===== src/rtl/board_level_frame_decoder.sv =====
// Tagged-symbol frame decoder: classifies raw symbols, tracks start/data/end
// framing, counts payload per frame and reports violations as pulses and sticky flags.
module board_level_frame_decoder #(
    parameter int SYMBOL_WIDTH  = 8,
    parameter int MAX_FRAME_LEN = 256,
    parameter int LEN_WIDTH     = 9
) (
    input  logic                    clk,
    input  logic                    rst,
    input  logic [SYMBOL_WIDTH-1:0] raw_data,
    input  logic                    raw_data_valid,
    input  logic                    err_clear,
    output logic                    frame_start,
    output logic                    frame_end,
    output logic                    frame_abort,
    output logic [SYMBOL_WIDTH-3:0] decoded_data,
    output logic                    decoded_data_valid,
    output logic [LEN_WIDTH-1:0]    frame_len,
    output logic [3:0]              error_flags
);

    // Handshake: raw_data is consumed on every rising edge where raw_data_valid=1;
    // there is no backpressure, and decoded_data_valid qualifies decoded_data for
    // exactly one cycle with no ready from the consumer.

    typedef enum logic [1:0] {
        S_IDLE     = 2'd0,
        S_IN_FRAME = 2'd1,
        S_DISCARD  = 2'd2
    } state_t;

    localparam logic [LEN_WIDTH-1:0] MAX_LEN = LEN_WIDTH'(MAX_FRAME_LEN);

    state_t                  state, state_n;
    logic [LEN_WIDTH-1:0]    count, count_n;
    logic                    start_n, end_n, abort_n, dv_n;
    logic [SYMBOL_WIDTH-3:0] dd_n;
    logic [LEN_WIDTH-1:0]    flen_n;
    logic [3:0]              flags_n;

    logic is_fill, is_start, is_end, is_data, is_illegal;

    always_comb begin
        is_fill    = (raw_data == SYMBOL_WIDTH'(0));
        is_start   = (raw_data == SYMBOL_WIDTH'(1));
        is_end     = (raw_data == SYMBOL_WIDTH'(2));
        is_data    = (raw_data[1:0] == 2'b11);
        is_illegal = !(is_fill || is_start || is_end || is_data);
    end

    always_comb begin
        state_n = state;
        count_n = count;
        start_n = 1'b0;
        end_n   = 1'b0;
        abort_n = 1'b0;
        dv_n    = 1'b0;
        dd_n    = '0;
        flen_n  = frame_len;
        // A fresh error on a clearing cycle survives because it is OR-ed in after the clear.
        flags_n = err_clear ? 4'b0000 : error_flags;

        if (raw_data_valid && !is_fill) begin
            case (state)
                S_IDLE: begin
                    if (is_start) begin
                        start_n = 1'b1;
                        count_n = '0;
                        state_n = S_IN_FRAME;
                    end else if (is_data || is_end) begin
                        flags_n[0] = 1'b1;
                    end else begin
                        flags_n[3] = 1'b1;
                    end
                end
                S_IN_FRAME: begin
                    if (is_data) begin
                        if (count < MAX_LEN) begin
                            dv_n    = 1'b1;
                            dd_n    = raw_data[SYMBOL_WIDTH-1:2];
                            count_n = count + 1'b1;
                        end else begin
                            flags_n[2] = 1'b1;
                            abort_n    = 1'b1;
                            state_n    = S_DISCARD;
                        end
                    end else if (is_end) begin
                        end_n   = 1'b1;
                        flen_n  = count;
                        state_n = S_IDLE;
                    end else if (is_start) begin
                        flags_n[1] = 1'b1;
                        abort_n    = 1'b1;
                        start_n    = 1'b1;
                        count_n    = '0;
                    end else begin
                        flags_n[3] = 1'b1;
                        abort_n    = 1'b1;
                        state_n    = S_DISCARD;
                    end
                end
                S_DISCARD: begin
                    if (is_start) begin
                        start_n = 1'b1;
                        count_n = '0;
                        state_n = S_IN_FRAME;
                    end else if (is_end) begin
                        state_n = S_IDLE;
                    end else if (is_illegal) begin
                        flags_n[3] = 1'b1;
                    end
                end
                default: state_n = S_IDLE;
            endcase
        end
    end

    always_ff @(posedge clk) begin
        if (rst) begin
            state              <= S_IDLE;
            count              <= '0;
            frame_start        <= 1'b0;
            frame_end          <= 1'b0;
            frame_abort        <= 1'b0;
            decoded_data_valid <= 1'b0;
            decoded_data       <= '0;
            frame_len          <= '0;
            error_flags        <= 4'b0000;
        end else begin
            state              <= state_n;
            count              <= count_n;
            frame_start        <= start_n;
            frame_end          <= end_n;
            frame_abort        <= abort_n;
            decoded_data_valid <= dv_n;
            decoded_data       <= dd_n;
            frame_len          <= flen_n;
            error_flags        <= flags_n;
        end
    end

endmodule


===== config.mk =====
export PLATFORM = sky130hd
export DESIGN_NAME = board_level_frame_decoder
export DESIGN_NICKNAME = d
export VERILOG_FILES = /design/src/rtl/board_level_frame_decoder.sv
export SDC_FILE = /design/constraint.sdc
export NUM_CORES = 1
export LEC_CHECK = 0
export BUFFER_PORTS_ARGS = -buffer_cell sky130_fd_sc_hd__buf_2
export CAP_MARGIN = 20
export CORE_MARGIN = 8
export CORE_UTILIZATION = 47
export DETAILED_ROUTE_END_ITERATION = 10
export PLACE_DENSITY = 0.78
export SYNTH_ARGS = -nofsm -noshare
export SYNTH_HDL_FRONTEND = slang
export SYNTH_SLANG_ARGS = --single-unit

===== constraint.sdc =====
create_clock -name clk -period 1.54 [get_ports clk]
set_clock_uncertainty 0.1 [all_clocks]
set_input_delay 0.308 -clock clk [delete_from_list [all_inputs] [get_ports clk]]
set_output_delay 0.308 -clock clk [all_outputs]
set_load 0.1 [all_outputs]

# Word-level counts from Yosys, hierarchy flattened
# Cells that the tools add are included.
# word_totals
reg_bits,34
ramBits,0
latchBits,0
out_inout_bits,23
romBits,0
n_memories,0
# op_classes
addsub,1
shift,0
eq_ne,11
div_mod_pow,0
reduce_logical,18
n_mux,42
bitwise_logic,4
multipliers,0
order_cmp,1
# ops
operator,count
$mux W9,4
$mux W1,24
$pmux W9 S2,1
$mux W2,8
$ne A3 B3 Y1 const B,4
$add A9 B1 Y9 const B,1
$lt A9 B9 Y1 const B,1
$eq A8 B1 Y1 const B,1
$eq A8 B2 Y1 const B,1
$logic_not A8 Y1,1
$mux W4,2
$reduce_and A4 Y1,2
$reduce_or A4 Y1,2
$pmux W2 S3,1
$reduce_and A5 Y1,1
$reduce_or A5 Y1,1
$eq A2 B2 Y1 const B,2
$logic_or A1 B1 Y1,4
$ne A4 B4 Y1 const B,1
$not A1 Y1,4
$reduce_or A2 Y1,2
$pmux W1 S3,1
$reduce_or A3 Y1,1
$eq A2 B1 Y1 const B,1
other kinds (6),6

# Longest topological paths before layout
# Gate-level depths: netlist of run 1.
# depth
word_depth,9
depth_mapped,6
ltp_nobuf,5

# Least setup slack after synthesis of run 1
# OpenSTA, ideal clock, no wires.
# synth_timing
path_kind,in2reg
start,input port raw_data[7]
end,register error_flags[0]
setup_ps,70
required_ps,1370
stages,5
t_arrival_ps,1382
n_path_buf,1
slack_ps,-12
path_cell_list,nor4_4 > buf_6 > a21oi_2 > or4b_1 > a21oi_1
# synth_between
elab_chain_len,6
word_cells_on_any_way,10
classes_between,2 x eq/ne; 4 x mux; 4 x reduce/logical
# synth_lines
item,line_no,rtl
"start, declared",10,"input logic [SYMBOL_WIDTH-1:0] raw_data,"
$eq A8 B2 Y1,46,is_end = (raw_data == SYMBOL_WIDTH'(2));
$logic_or A1 B1 Y1,70,end else if (is_data || is_end) begin
$mux W1,70,
$mux W1,66,if (is_start) begin
$mux W1,64,case (state)
$mux W4 *,63,if (raw_data_valid && !is_fill) begin
"end signal, assigned",138,error_flags <= flags_n;
"end, declared",19,output logic [3:0] error_flags
# Every way passes the cells marked *; elsewhere a longest branch is shown, timed or not.
# A chain may end at the register's enable or synchronous reset.

# Worst setup path after layout of run 1
# layout_timing
start,register state[1]
end,register count[0]
# layout_between
elab_chain_len,4
word_cells_on_any_way,9
classes_between,4 x eq/ne; 1 x mux; 4 x reduce/logical
# layout_lines
item,line_no,rtl
"start, declared",34,"state_t state, state_n;"
"start signal, assigned",130,state <= state_n;
$eq A2 B2 Y1 or $logic_not A2 Y1 (tied branches),64,
$reduce_or A2 Y1 (no line),n/a,
$reduce_bool A2 Y1 (no line),n/a,
$reduce_and A4 Y1 (no line),n/a,
"end signal, assigned",131,count <= count_n;
"end, declared",35,"logic [LEN_WIDTH-1:0] count, count_n;"
# Parallel ways exist; a longest one is shown, timed or not.

==> results of run 1 <==
per-stage QoR:
step | area [um2] | power, mW | setup TNS (ps) | hold slack, ps | std cells
floorplan | 1570 | 0.980 | -1.06 | 330 | 167
global placement | 2000 | 1.03 | -3050 | 347 | 271
detailed placement | 2000 | 1.03 | -3550 | 345 | 271
CTS | 2110 | 1.55 | 0 | 134 | 282
global route | 2260 | 1.60 | -471 | 128 | 284
finish | 2260 | 1.55 | -46.1 | 136 | 284
cells by family (layout without fill, tap and decap cells):
group,Yosys count,after routing,share of synthesized area
AOI/OAI and AO/OA,38,38,0.189
adders and majority gates,1,1,0.00801
buffers and inverters,14,85,0.0472
DFF,34,34,0.436
muxes,10,10,0.0649
and+or+nand+nor,70,70,0.255
Yosys cell counts, types with 4 or more instances:
cell | count | area (um2)
dfxtp_1 | 34 | 681
nor2_1 | 20 | 75.1
nand2_1 | 12 | 45.0
mux2i_1 | 9 | 90.1
nand3_1 | 8 | 40.0
and2_1 | 7 | 43.8
a311oi_1 | 6 | 52.6
buf_2 | 5 | 25.0
clkbuf_1 | 5 | 18.8
a21oi_1 | 4 | 20.0
o211ai_1 | 4 | 30.0
worst paths after layout:
check,start,to,slack [ps],cells after the start
setup / recovery,state[1],count[0],-20,4
hold / removal,raw_data[2],decoded_data[0],140,2
setup reg to reg,state[1],count[0],-20,4
hold reg to reg,error_flags[0],error_flags[0],370,2
routing by layer:
metal	wire length, um	vias up	GRT usage
met3	316	10	0.0450
met4	101	0	0.0732
met5	0	-	0
li1	-	764	-
met2	2280	77	0.270
met1	1890	759	0.187
power breakdown:
group | internal, mW | switching (mW)
sequential | 0.878 | 0.00164
clock | 0.219 | 0.305
combinational | 0.0526 | 0.0929
area by class of cell:
type                            instances  area, um2  share of cell area
Multi-Input combinational cell        119        907               0.402
Sequential cell                        34        692               0.307
Clock buffer                            6       51.3              0.0227
Inverter                                2       7.51             0.00333
Tap cell                               46       57.6              0.0255
Timing Repair Buffer                   75        528               0.234
Clock inverter                          2       12.5             0.00555
flip-flops by register name (all words and copies together) (netlist names):
name and flops:
frame_end 1, decoded_data_valid 1, decoded_data 6, frame_len 9
count 9, error_flags 4, frame_start 1, frame_abort 1
state 2
what timing repair did:
action / in CTS / in global routing
gates resized for setup: 7 / 37
cloned: 0 / 0
endpoints found under the hold margin: 0 / 0
pin swaps: 1 / 7
setup endpoints to repair: 5 / 31
buffers inserted: 3 / 2
==> results.py, run 1 <==
metrics = {
    "outcome": {
        "status": "finished, violations left",
        "violations": "negative setup slack",
    },
    "global_route": {
        "grt_pass1_wl_um": 6840,
        "grt_max_degree": 17,
        "grt_pass1_vias": 1497,
        "gr-usage-all-layers": 0.162,
        "gr-total-overflow": 0,
        "antenna_found_initial": 0,
    },
    "clocking": {
        "cts_max_level": 2,
        "path_clk_slew_ps": 110,
        "cts_made_buffers": 5,
        "clock_path_buffers": 2,
        "insertion_delay_ps": 340,
        "hold_buffers": 0,
        "cts_root_buf": "clkbuf_4",
        "cts_tree": "yes",
        "cts_sinks": 34,
    },
    "sta": {
        "finalHoldViolCount": 0,
        "finalCritPeriodShare": 1.02,
        "max-slew-margin-rel": 0.631,
        "rsz0062_at_grt": "yes",
        "setup_violations": 2,
        "worstMarginPinSlew_ps": 549,
        "max_freq_mhz": 639,
        "finalMaxSlewViolations": 0,
        "period_minus_slack_ps": 1560,
        "setup_slack_ps": -24.4,
    },
    "critical_path": {
        "critical_path_class": "flip-flop to flip-flop",
        "worstPathRequired_ps": 1680,
        "cp_slowest_cell": "dfxtp_4",
        "critPathBufInv": 0,
        "cp_max_fo": 4,
        "path_cells": "a21boi_2, o211ai_1, o21ba_1, mux2_2",
        "cp-start-kind": "flip-flop",
        "worstPathArrival_ps": 1700,
        "cp_slowest_stage_delay_ps": 380,
        "cp_top_family": "compound AO/OA/AOI/OAI gates",
        "end_kind": "flip-flop",
    },
    "routing": {
        "routedWlPerCell_um": 16.2,
        "ant_nets": 0,
        "drt_iter0_drc": 117,
        "drtPass1Iterations": 4,
        "wl_um": 4590,
        "vias": 1610,
        "vias_per_cell": 5.67,
        "drc": 0,
    },
    "synth": {
        "synthCells": 167,
        "syn-cell-area_mm2": 0.00156,
        "synth_fp_nets": 180,
        "yosys_warnings": 0,
        "async_reset_ff_frac": 0,
        "yosysSeqAreaShare": 0.436,
        "synth_cell_type_count": 52,
        "synth_edf_count": 0,
        "syn_avg_cell_area_um2": 9.36,
        "synth_ff_type": "dfxtp_1",
        "synth.ff_latch_count": 34,
    },
    "placed_design": {
        "gp_congestion": 0.918,
        "hpwlAfterDp_um": 3130,
        "post-place-ws_ps": -214,
        "io_buffers": 34,
    },
    "cells_and_area": {
        "final_core_util": 0.692,
        "antenna_cells": 0,
        "final_common_cell": "buf_4",
        "drive_gt1_frac": 0.475,
        "nNetsFinal": 250,
        "fillers": 262,
        "final_cell_mix": "buf_4, dfxtp_1, nor2_1, buf_2, clkbuf_4",
        "syn_to_final_growth_pct": 44.4,
    },
    "die": {
        "start_util": 0.480,
        "die_area_mm2": 0.00543,
        "io_pins": 35,
        "coreArea_mm2": 0.00326,
        "die_w_um": 73.7,
        "die_h_um": 73.7,
        "rows": 21,
    },
    "hold_path": {
        "holdCritPathClass": "input pin to flip-flop",
    },
    "run": {
        "cap_violations": 0,
    },
    "power_and_ir_drop": {
        "power.leakage_nw": 0.990,
        "irDropWorstVdd_v": 0.000594,
        "power_density_mw_per_mm2": 687,
    },
}
Power figures use the tool's default switching activity.
==> run 2: changes to the inputs <==
- CORE_UTILIZATION: 47 -> 57
- PLACE_DENSITY: 0.78 -> 0.87
- clock period: 1.54 -> 2 ns (I/O delays scaled with it)
==> run 2 against run 1 <==
Net effect: the flow now finishes without violations; clock power rose by 25%; global-route usage rose by 1.9 points; core utilization rose by 0.066 points; die area fell by 14%; final cell count fell by 18%; critical path type unchanged; critical endpoint is now count[5].
==> results.py, run 2 (same netlist as run 1, synthesis figures left out) <==
metrics = {
    "critical_path": {
        "critical_path_class": "flip-flop to flip-flop",
        "worstPathArrival_ps": 1800,
        "end_kind": "flip-flop",
        "cp_max_fo": 8,
        "worstPathRequired_ps": 2150,
        "cp-start-kind": "flip-flop",
    },
    "routing": {
        "vias": 1434,
        "vias_per_cell": 6.13,
        "routedWlPerCell_um": 16.0,
        "wl_um": 3740,
        "drc": 0,
        "drt_iter0_drc": 82,
        "ant_nets": 0,
        "drtPass1Iterations": 4,
    },
    "cells_and_area": {
        "reg_top3": "count x9, frame_len x9, decoded_data x6",
        "multi_input_area_um2": 808,
        "syn_to_final_growth_pct": 19.1,
        "drive_gt1_frac": 0.291,
        "antenna_cells": 0,
        "fillers": 216,
        "nNetsFinal": 215,
        "regArea_um2": 681,
        "final_cell_mix": "dfxtp_1, buf_2, nor2_1",
        "fin_area_mm2": 0.00186,
    },
    "sta": {
        "setup_tns_ps": 0,
        "setup_slack_ps": 347,
        "max_freq_mhz": 605,
        "finalCritPeriodShare": 0.827,
        "worstMarginPinSlew_ps": 493,
        "rsz0062_at_grt": "no",
        "max-slew-margin-rel": 0.673,
        "fin_hold_ws_ps": 227,
        "setup_violations": 0,
        "finalMaxSlewViolations": 0,
        "finalHoldViolCount": 0,
        "period_minus_slack_ps": 1650,
    },
    "clocking": {
        "cts_resized": 0,
        "hold_buffers": 0,
        "cts_root_buf": "clkbuf_4",
        "path_clk_slew_ps": 110,
        "insertion_delay_ps": 330,
        "cts_tree": "yes",
        "cts_sinks": 34,
        "clock_path_buffers": 2,
        "cts_setup_buffers": 0,
        "cts_made_buffers": 5,
        "cts_max_level": 2,
    },
    "die": {
        "die_w_um": 68.4,
        "die_area_mm2": 0.00467,
        "die_h_um": 68.4,
        "start_util": 0.582,
        "rows": 19,
        "io_pins": 35,
        "coreArea_mm2": 0.00269,
    },
    "global_route": {
        "gr-usage-all-layers": 0.181,
        "gr-total-overflow": 0,
        "grt_pass1_wl_um": 6420,
        "grt_max_degree": 28,
        "antenna_found_initial": 0,
        "grt_pass1_vias": 1452,
    },
    "power_and_ir_drop": {
        "total_power_mw": 1.42,
        "power.leakage_nw": 0.805,
        "irDropWorstVdd_v": 0.000846,
        "power_density_mw_per_mm2": 762,
    },
    "outcome": {
        "status": "finished clean",
    },
    "placed_design": {
        "post_dp_cell_area_mm2": 0.00175,
        "io_buffers": 34,
        "hpwlAfterDp_um": 2810,
        "gp_congestion": 1.06,
        "post-place-ws_ps": 61.1,
    },
    "run": {
        "cap_violations": 0,
    },
    "hold_path": {
        "holdCritPathClass": "input pin to flip-flop",
    },
}
run 2: per-stage QoR:
| step | utilization | instances |
|---|---|---|
| global placement | 0.652 | 226 |
| finish | 0.693 | 234 |
| global route | 0.693 | 234 |
| floorplan | - | 167 |
| CTS | 0.693 | 234 |
| detailed placement | 0.652 | 226 |
run 2: worst max-delay path: stages, from the launching register on:
cell      delay, ps
dfxtp_1         380
nand3b_2        300
a211oi_1        350
nand3_1         120
a311oi_1        310
run 2: final timing paths:
check	to	cells after the start	slack (ps)	from
max reg2reg	count[5]	4	350	state[1]
min	decoded_data[5]	2	230	raw_data[7]
max	count[5]	4	350	state[1]
min reg2reg	error_flags[0]	2	360	error_flags[0]
run 2: where the power goes:
group	total (mW)	switching [mW]	internal, mW
Clock	0.655	0.231	0.423
Combinational	0.0842	0.0613	0.0229
Sequential	0.680	0.00110	0.679
Total	1.42	0.294	1.13
run 2: area by class of cell:
| cell class | count | area share |
|---|---|---|
| inverter | 2 | 0.00403 |
| multi-input combinational | 119 | 0.434 |
| sequential | 34 | 0.366 |
| tap | 31 | 0.0208 |
| clock buffer | 6 | 0.0276 |
| clock inverter | 2 | 0.0323 |
| timing repair buffer | 40 | 0.116 |
run 2: metal layers:
| metal | routed length [um] | track usage | vias up |
|---|---|---|---|
| met5 | 0 | 0 | - |
| met2 | 1800 | 0.305 | 64 |
| met4 | 92 | 0.107 | 0 |
| li1 | - | - | 690 |
| met1 | 1490 | 0.189 | 665 |
| met3 | 368 | 0.0655 | 15 |
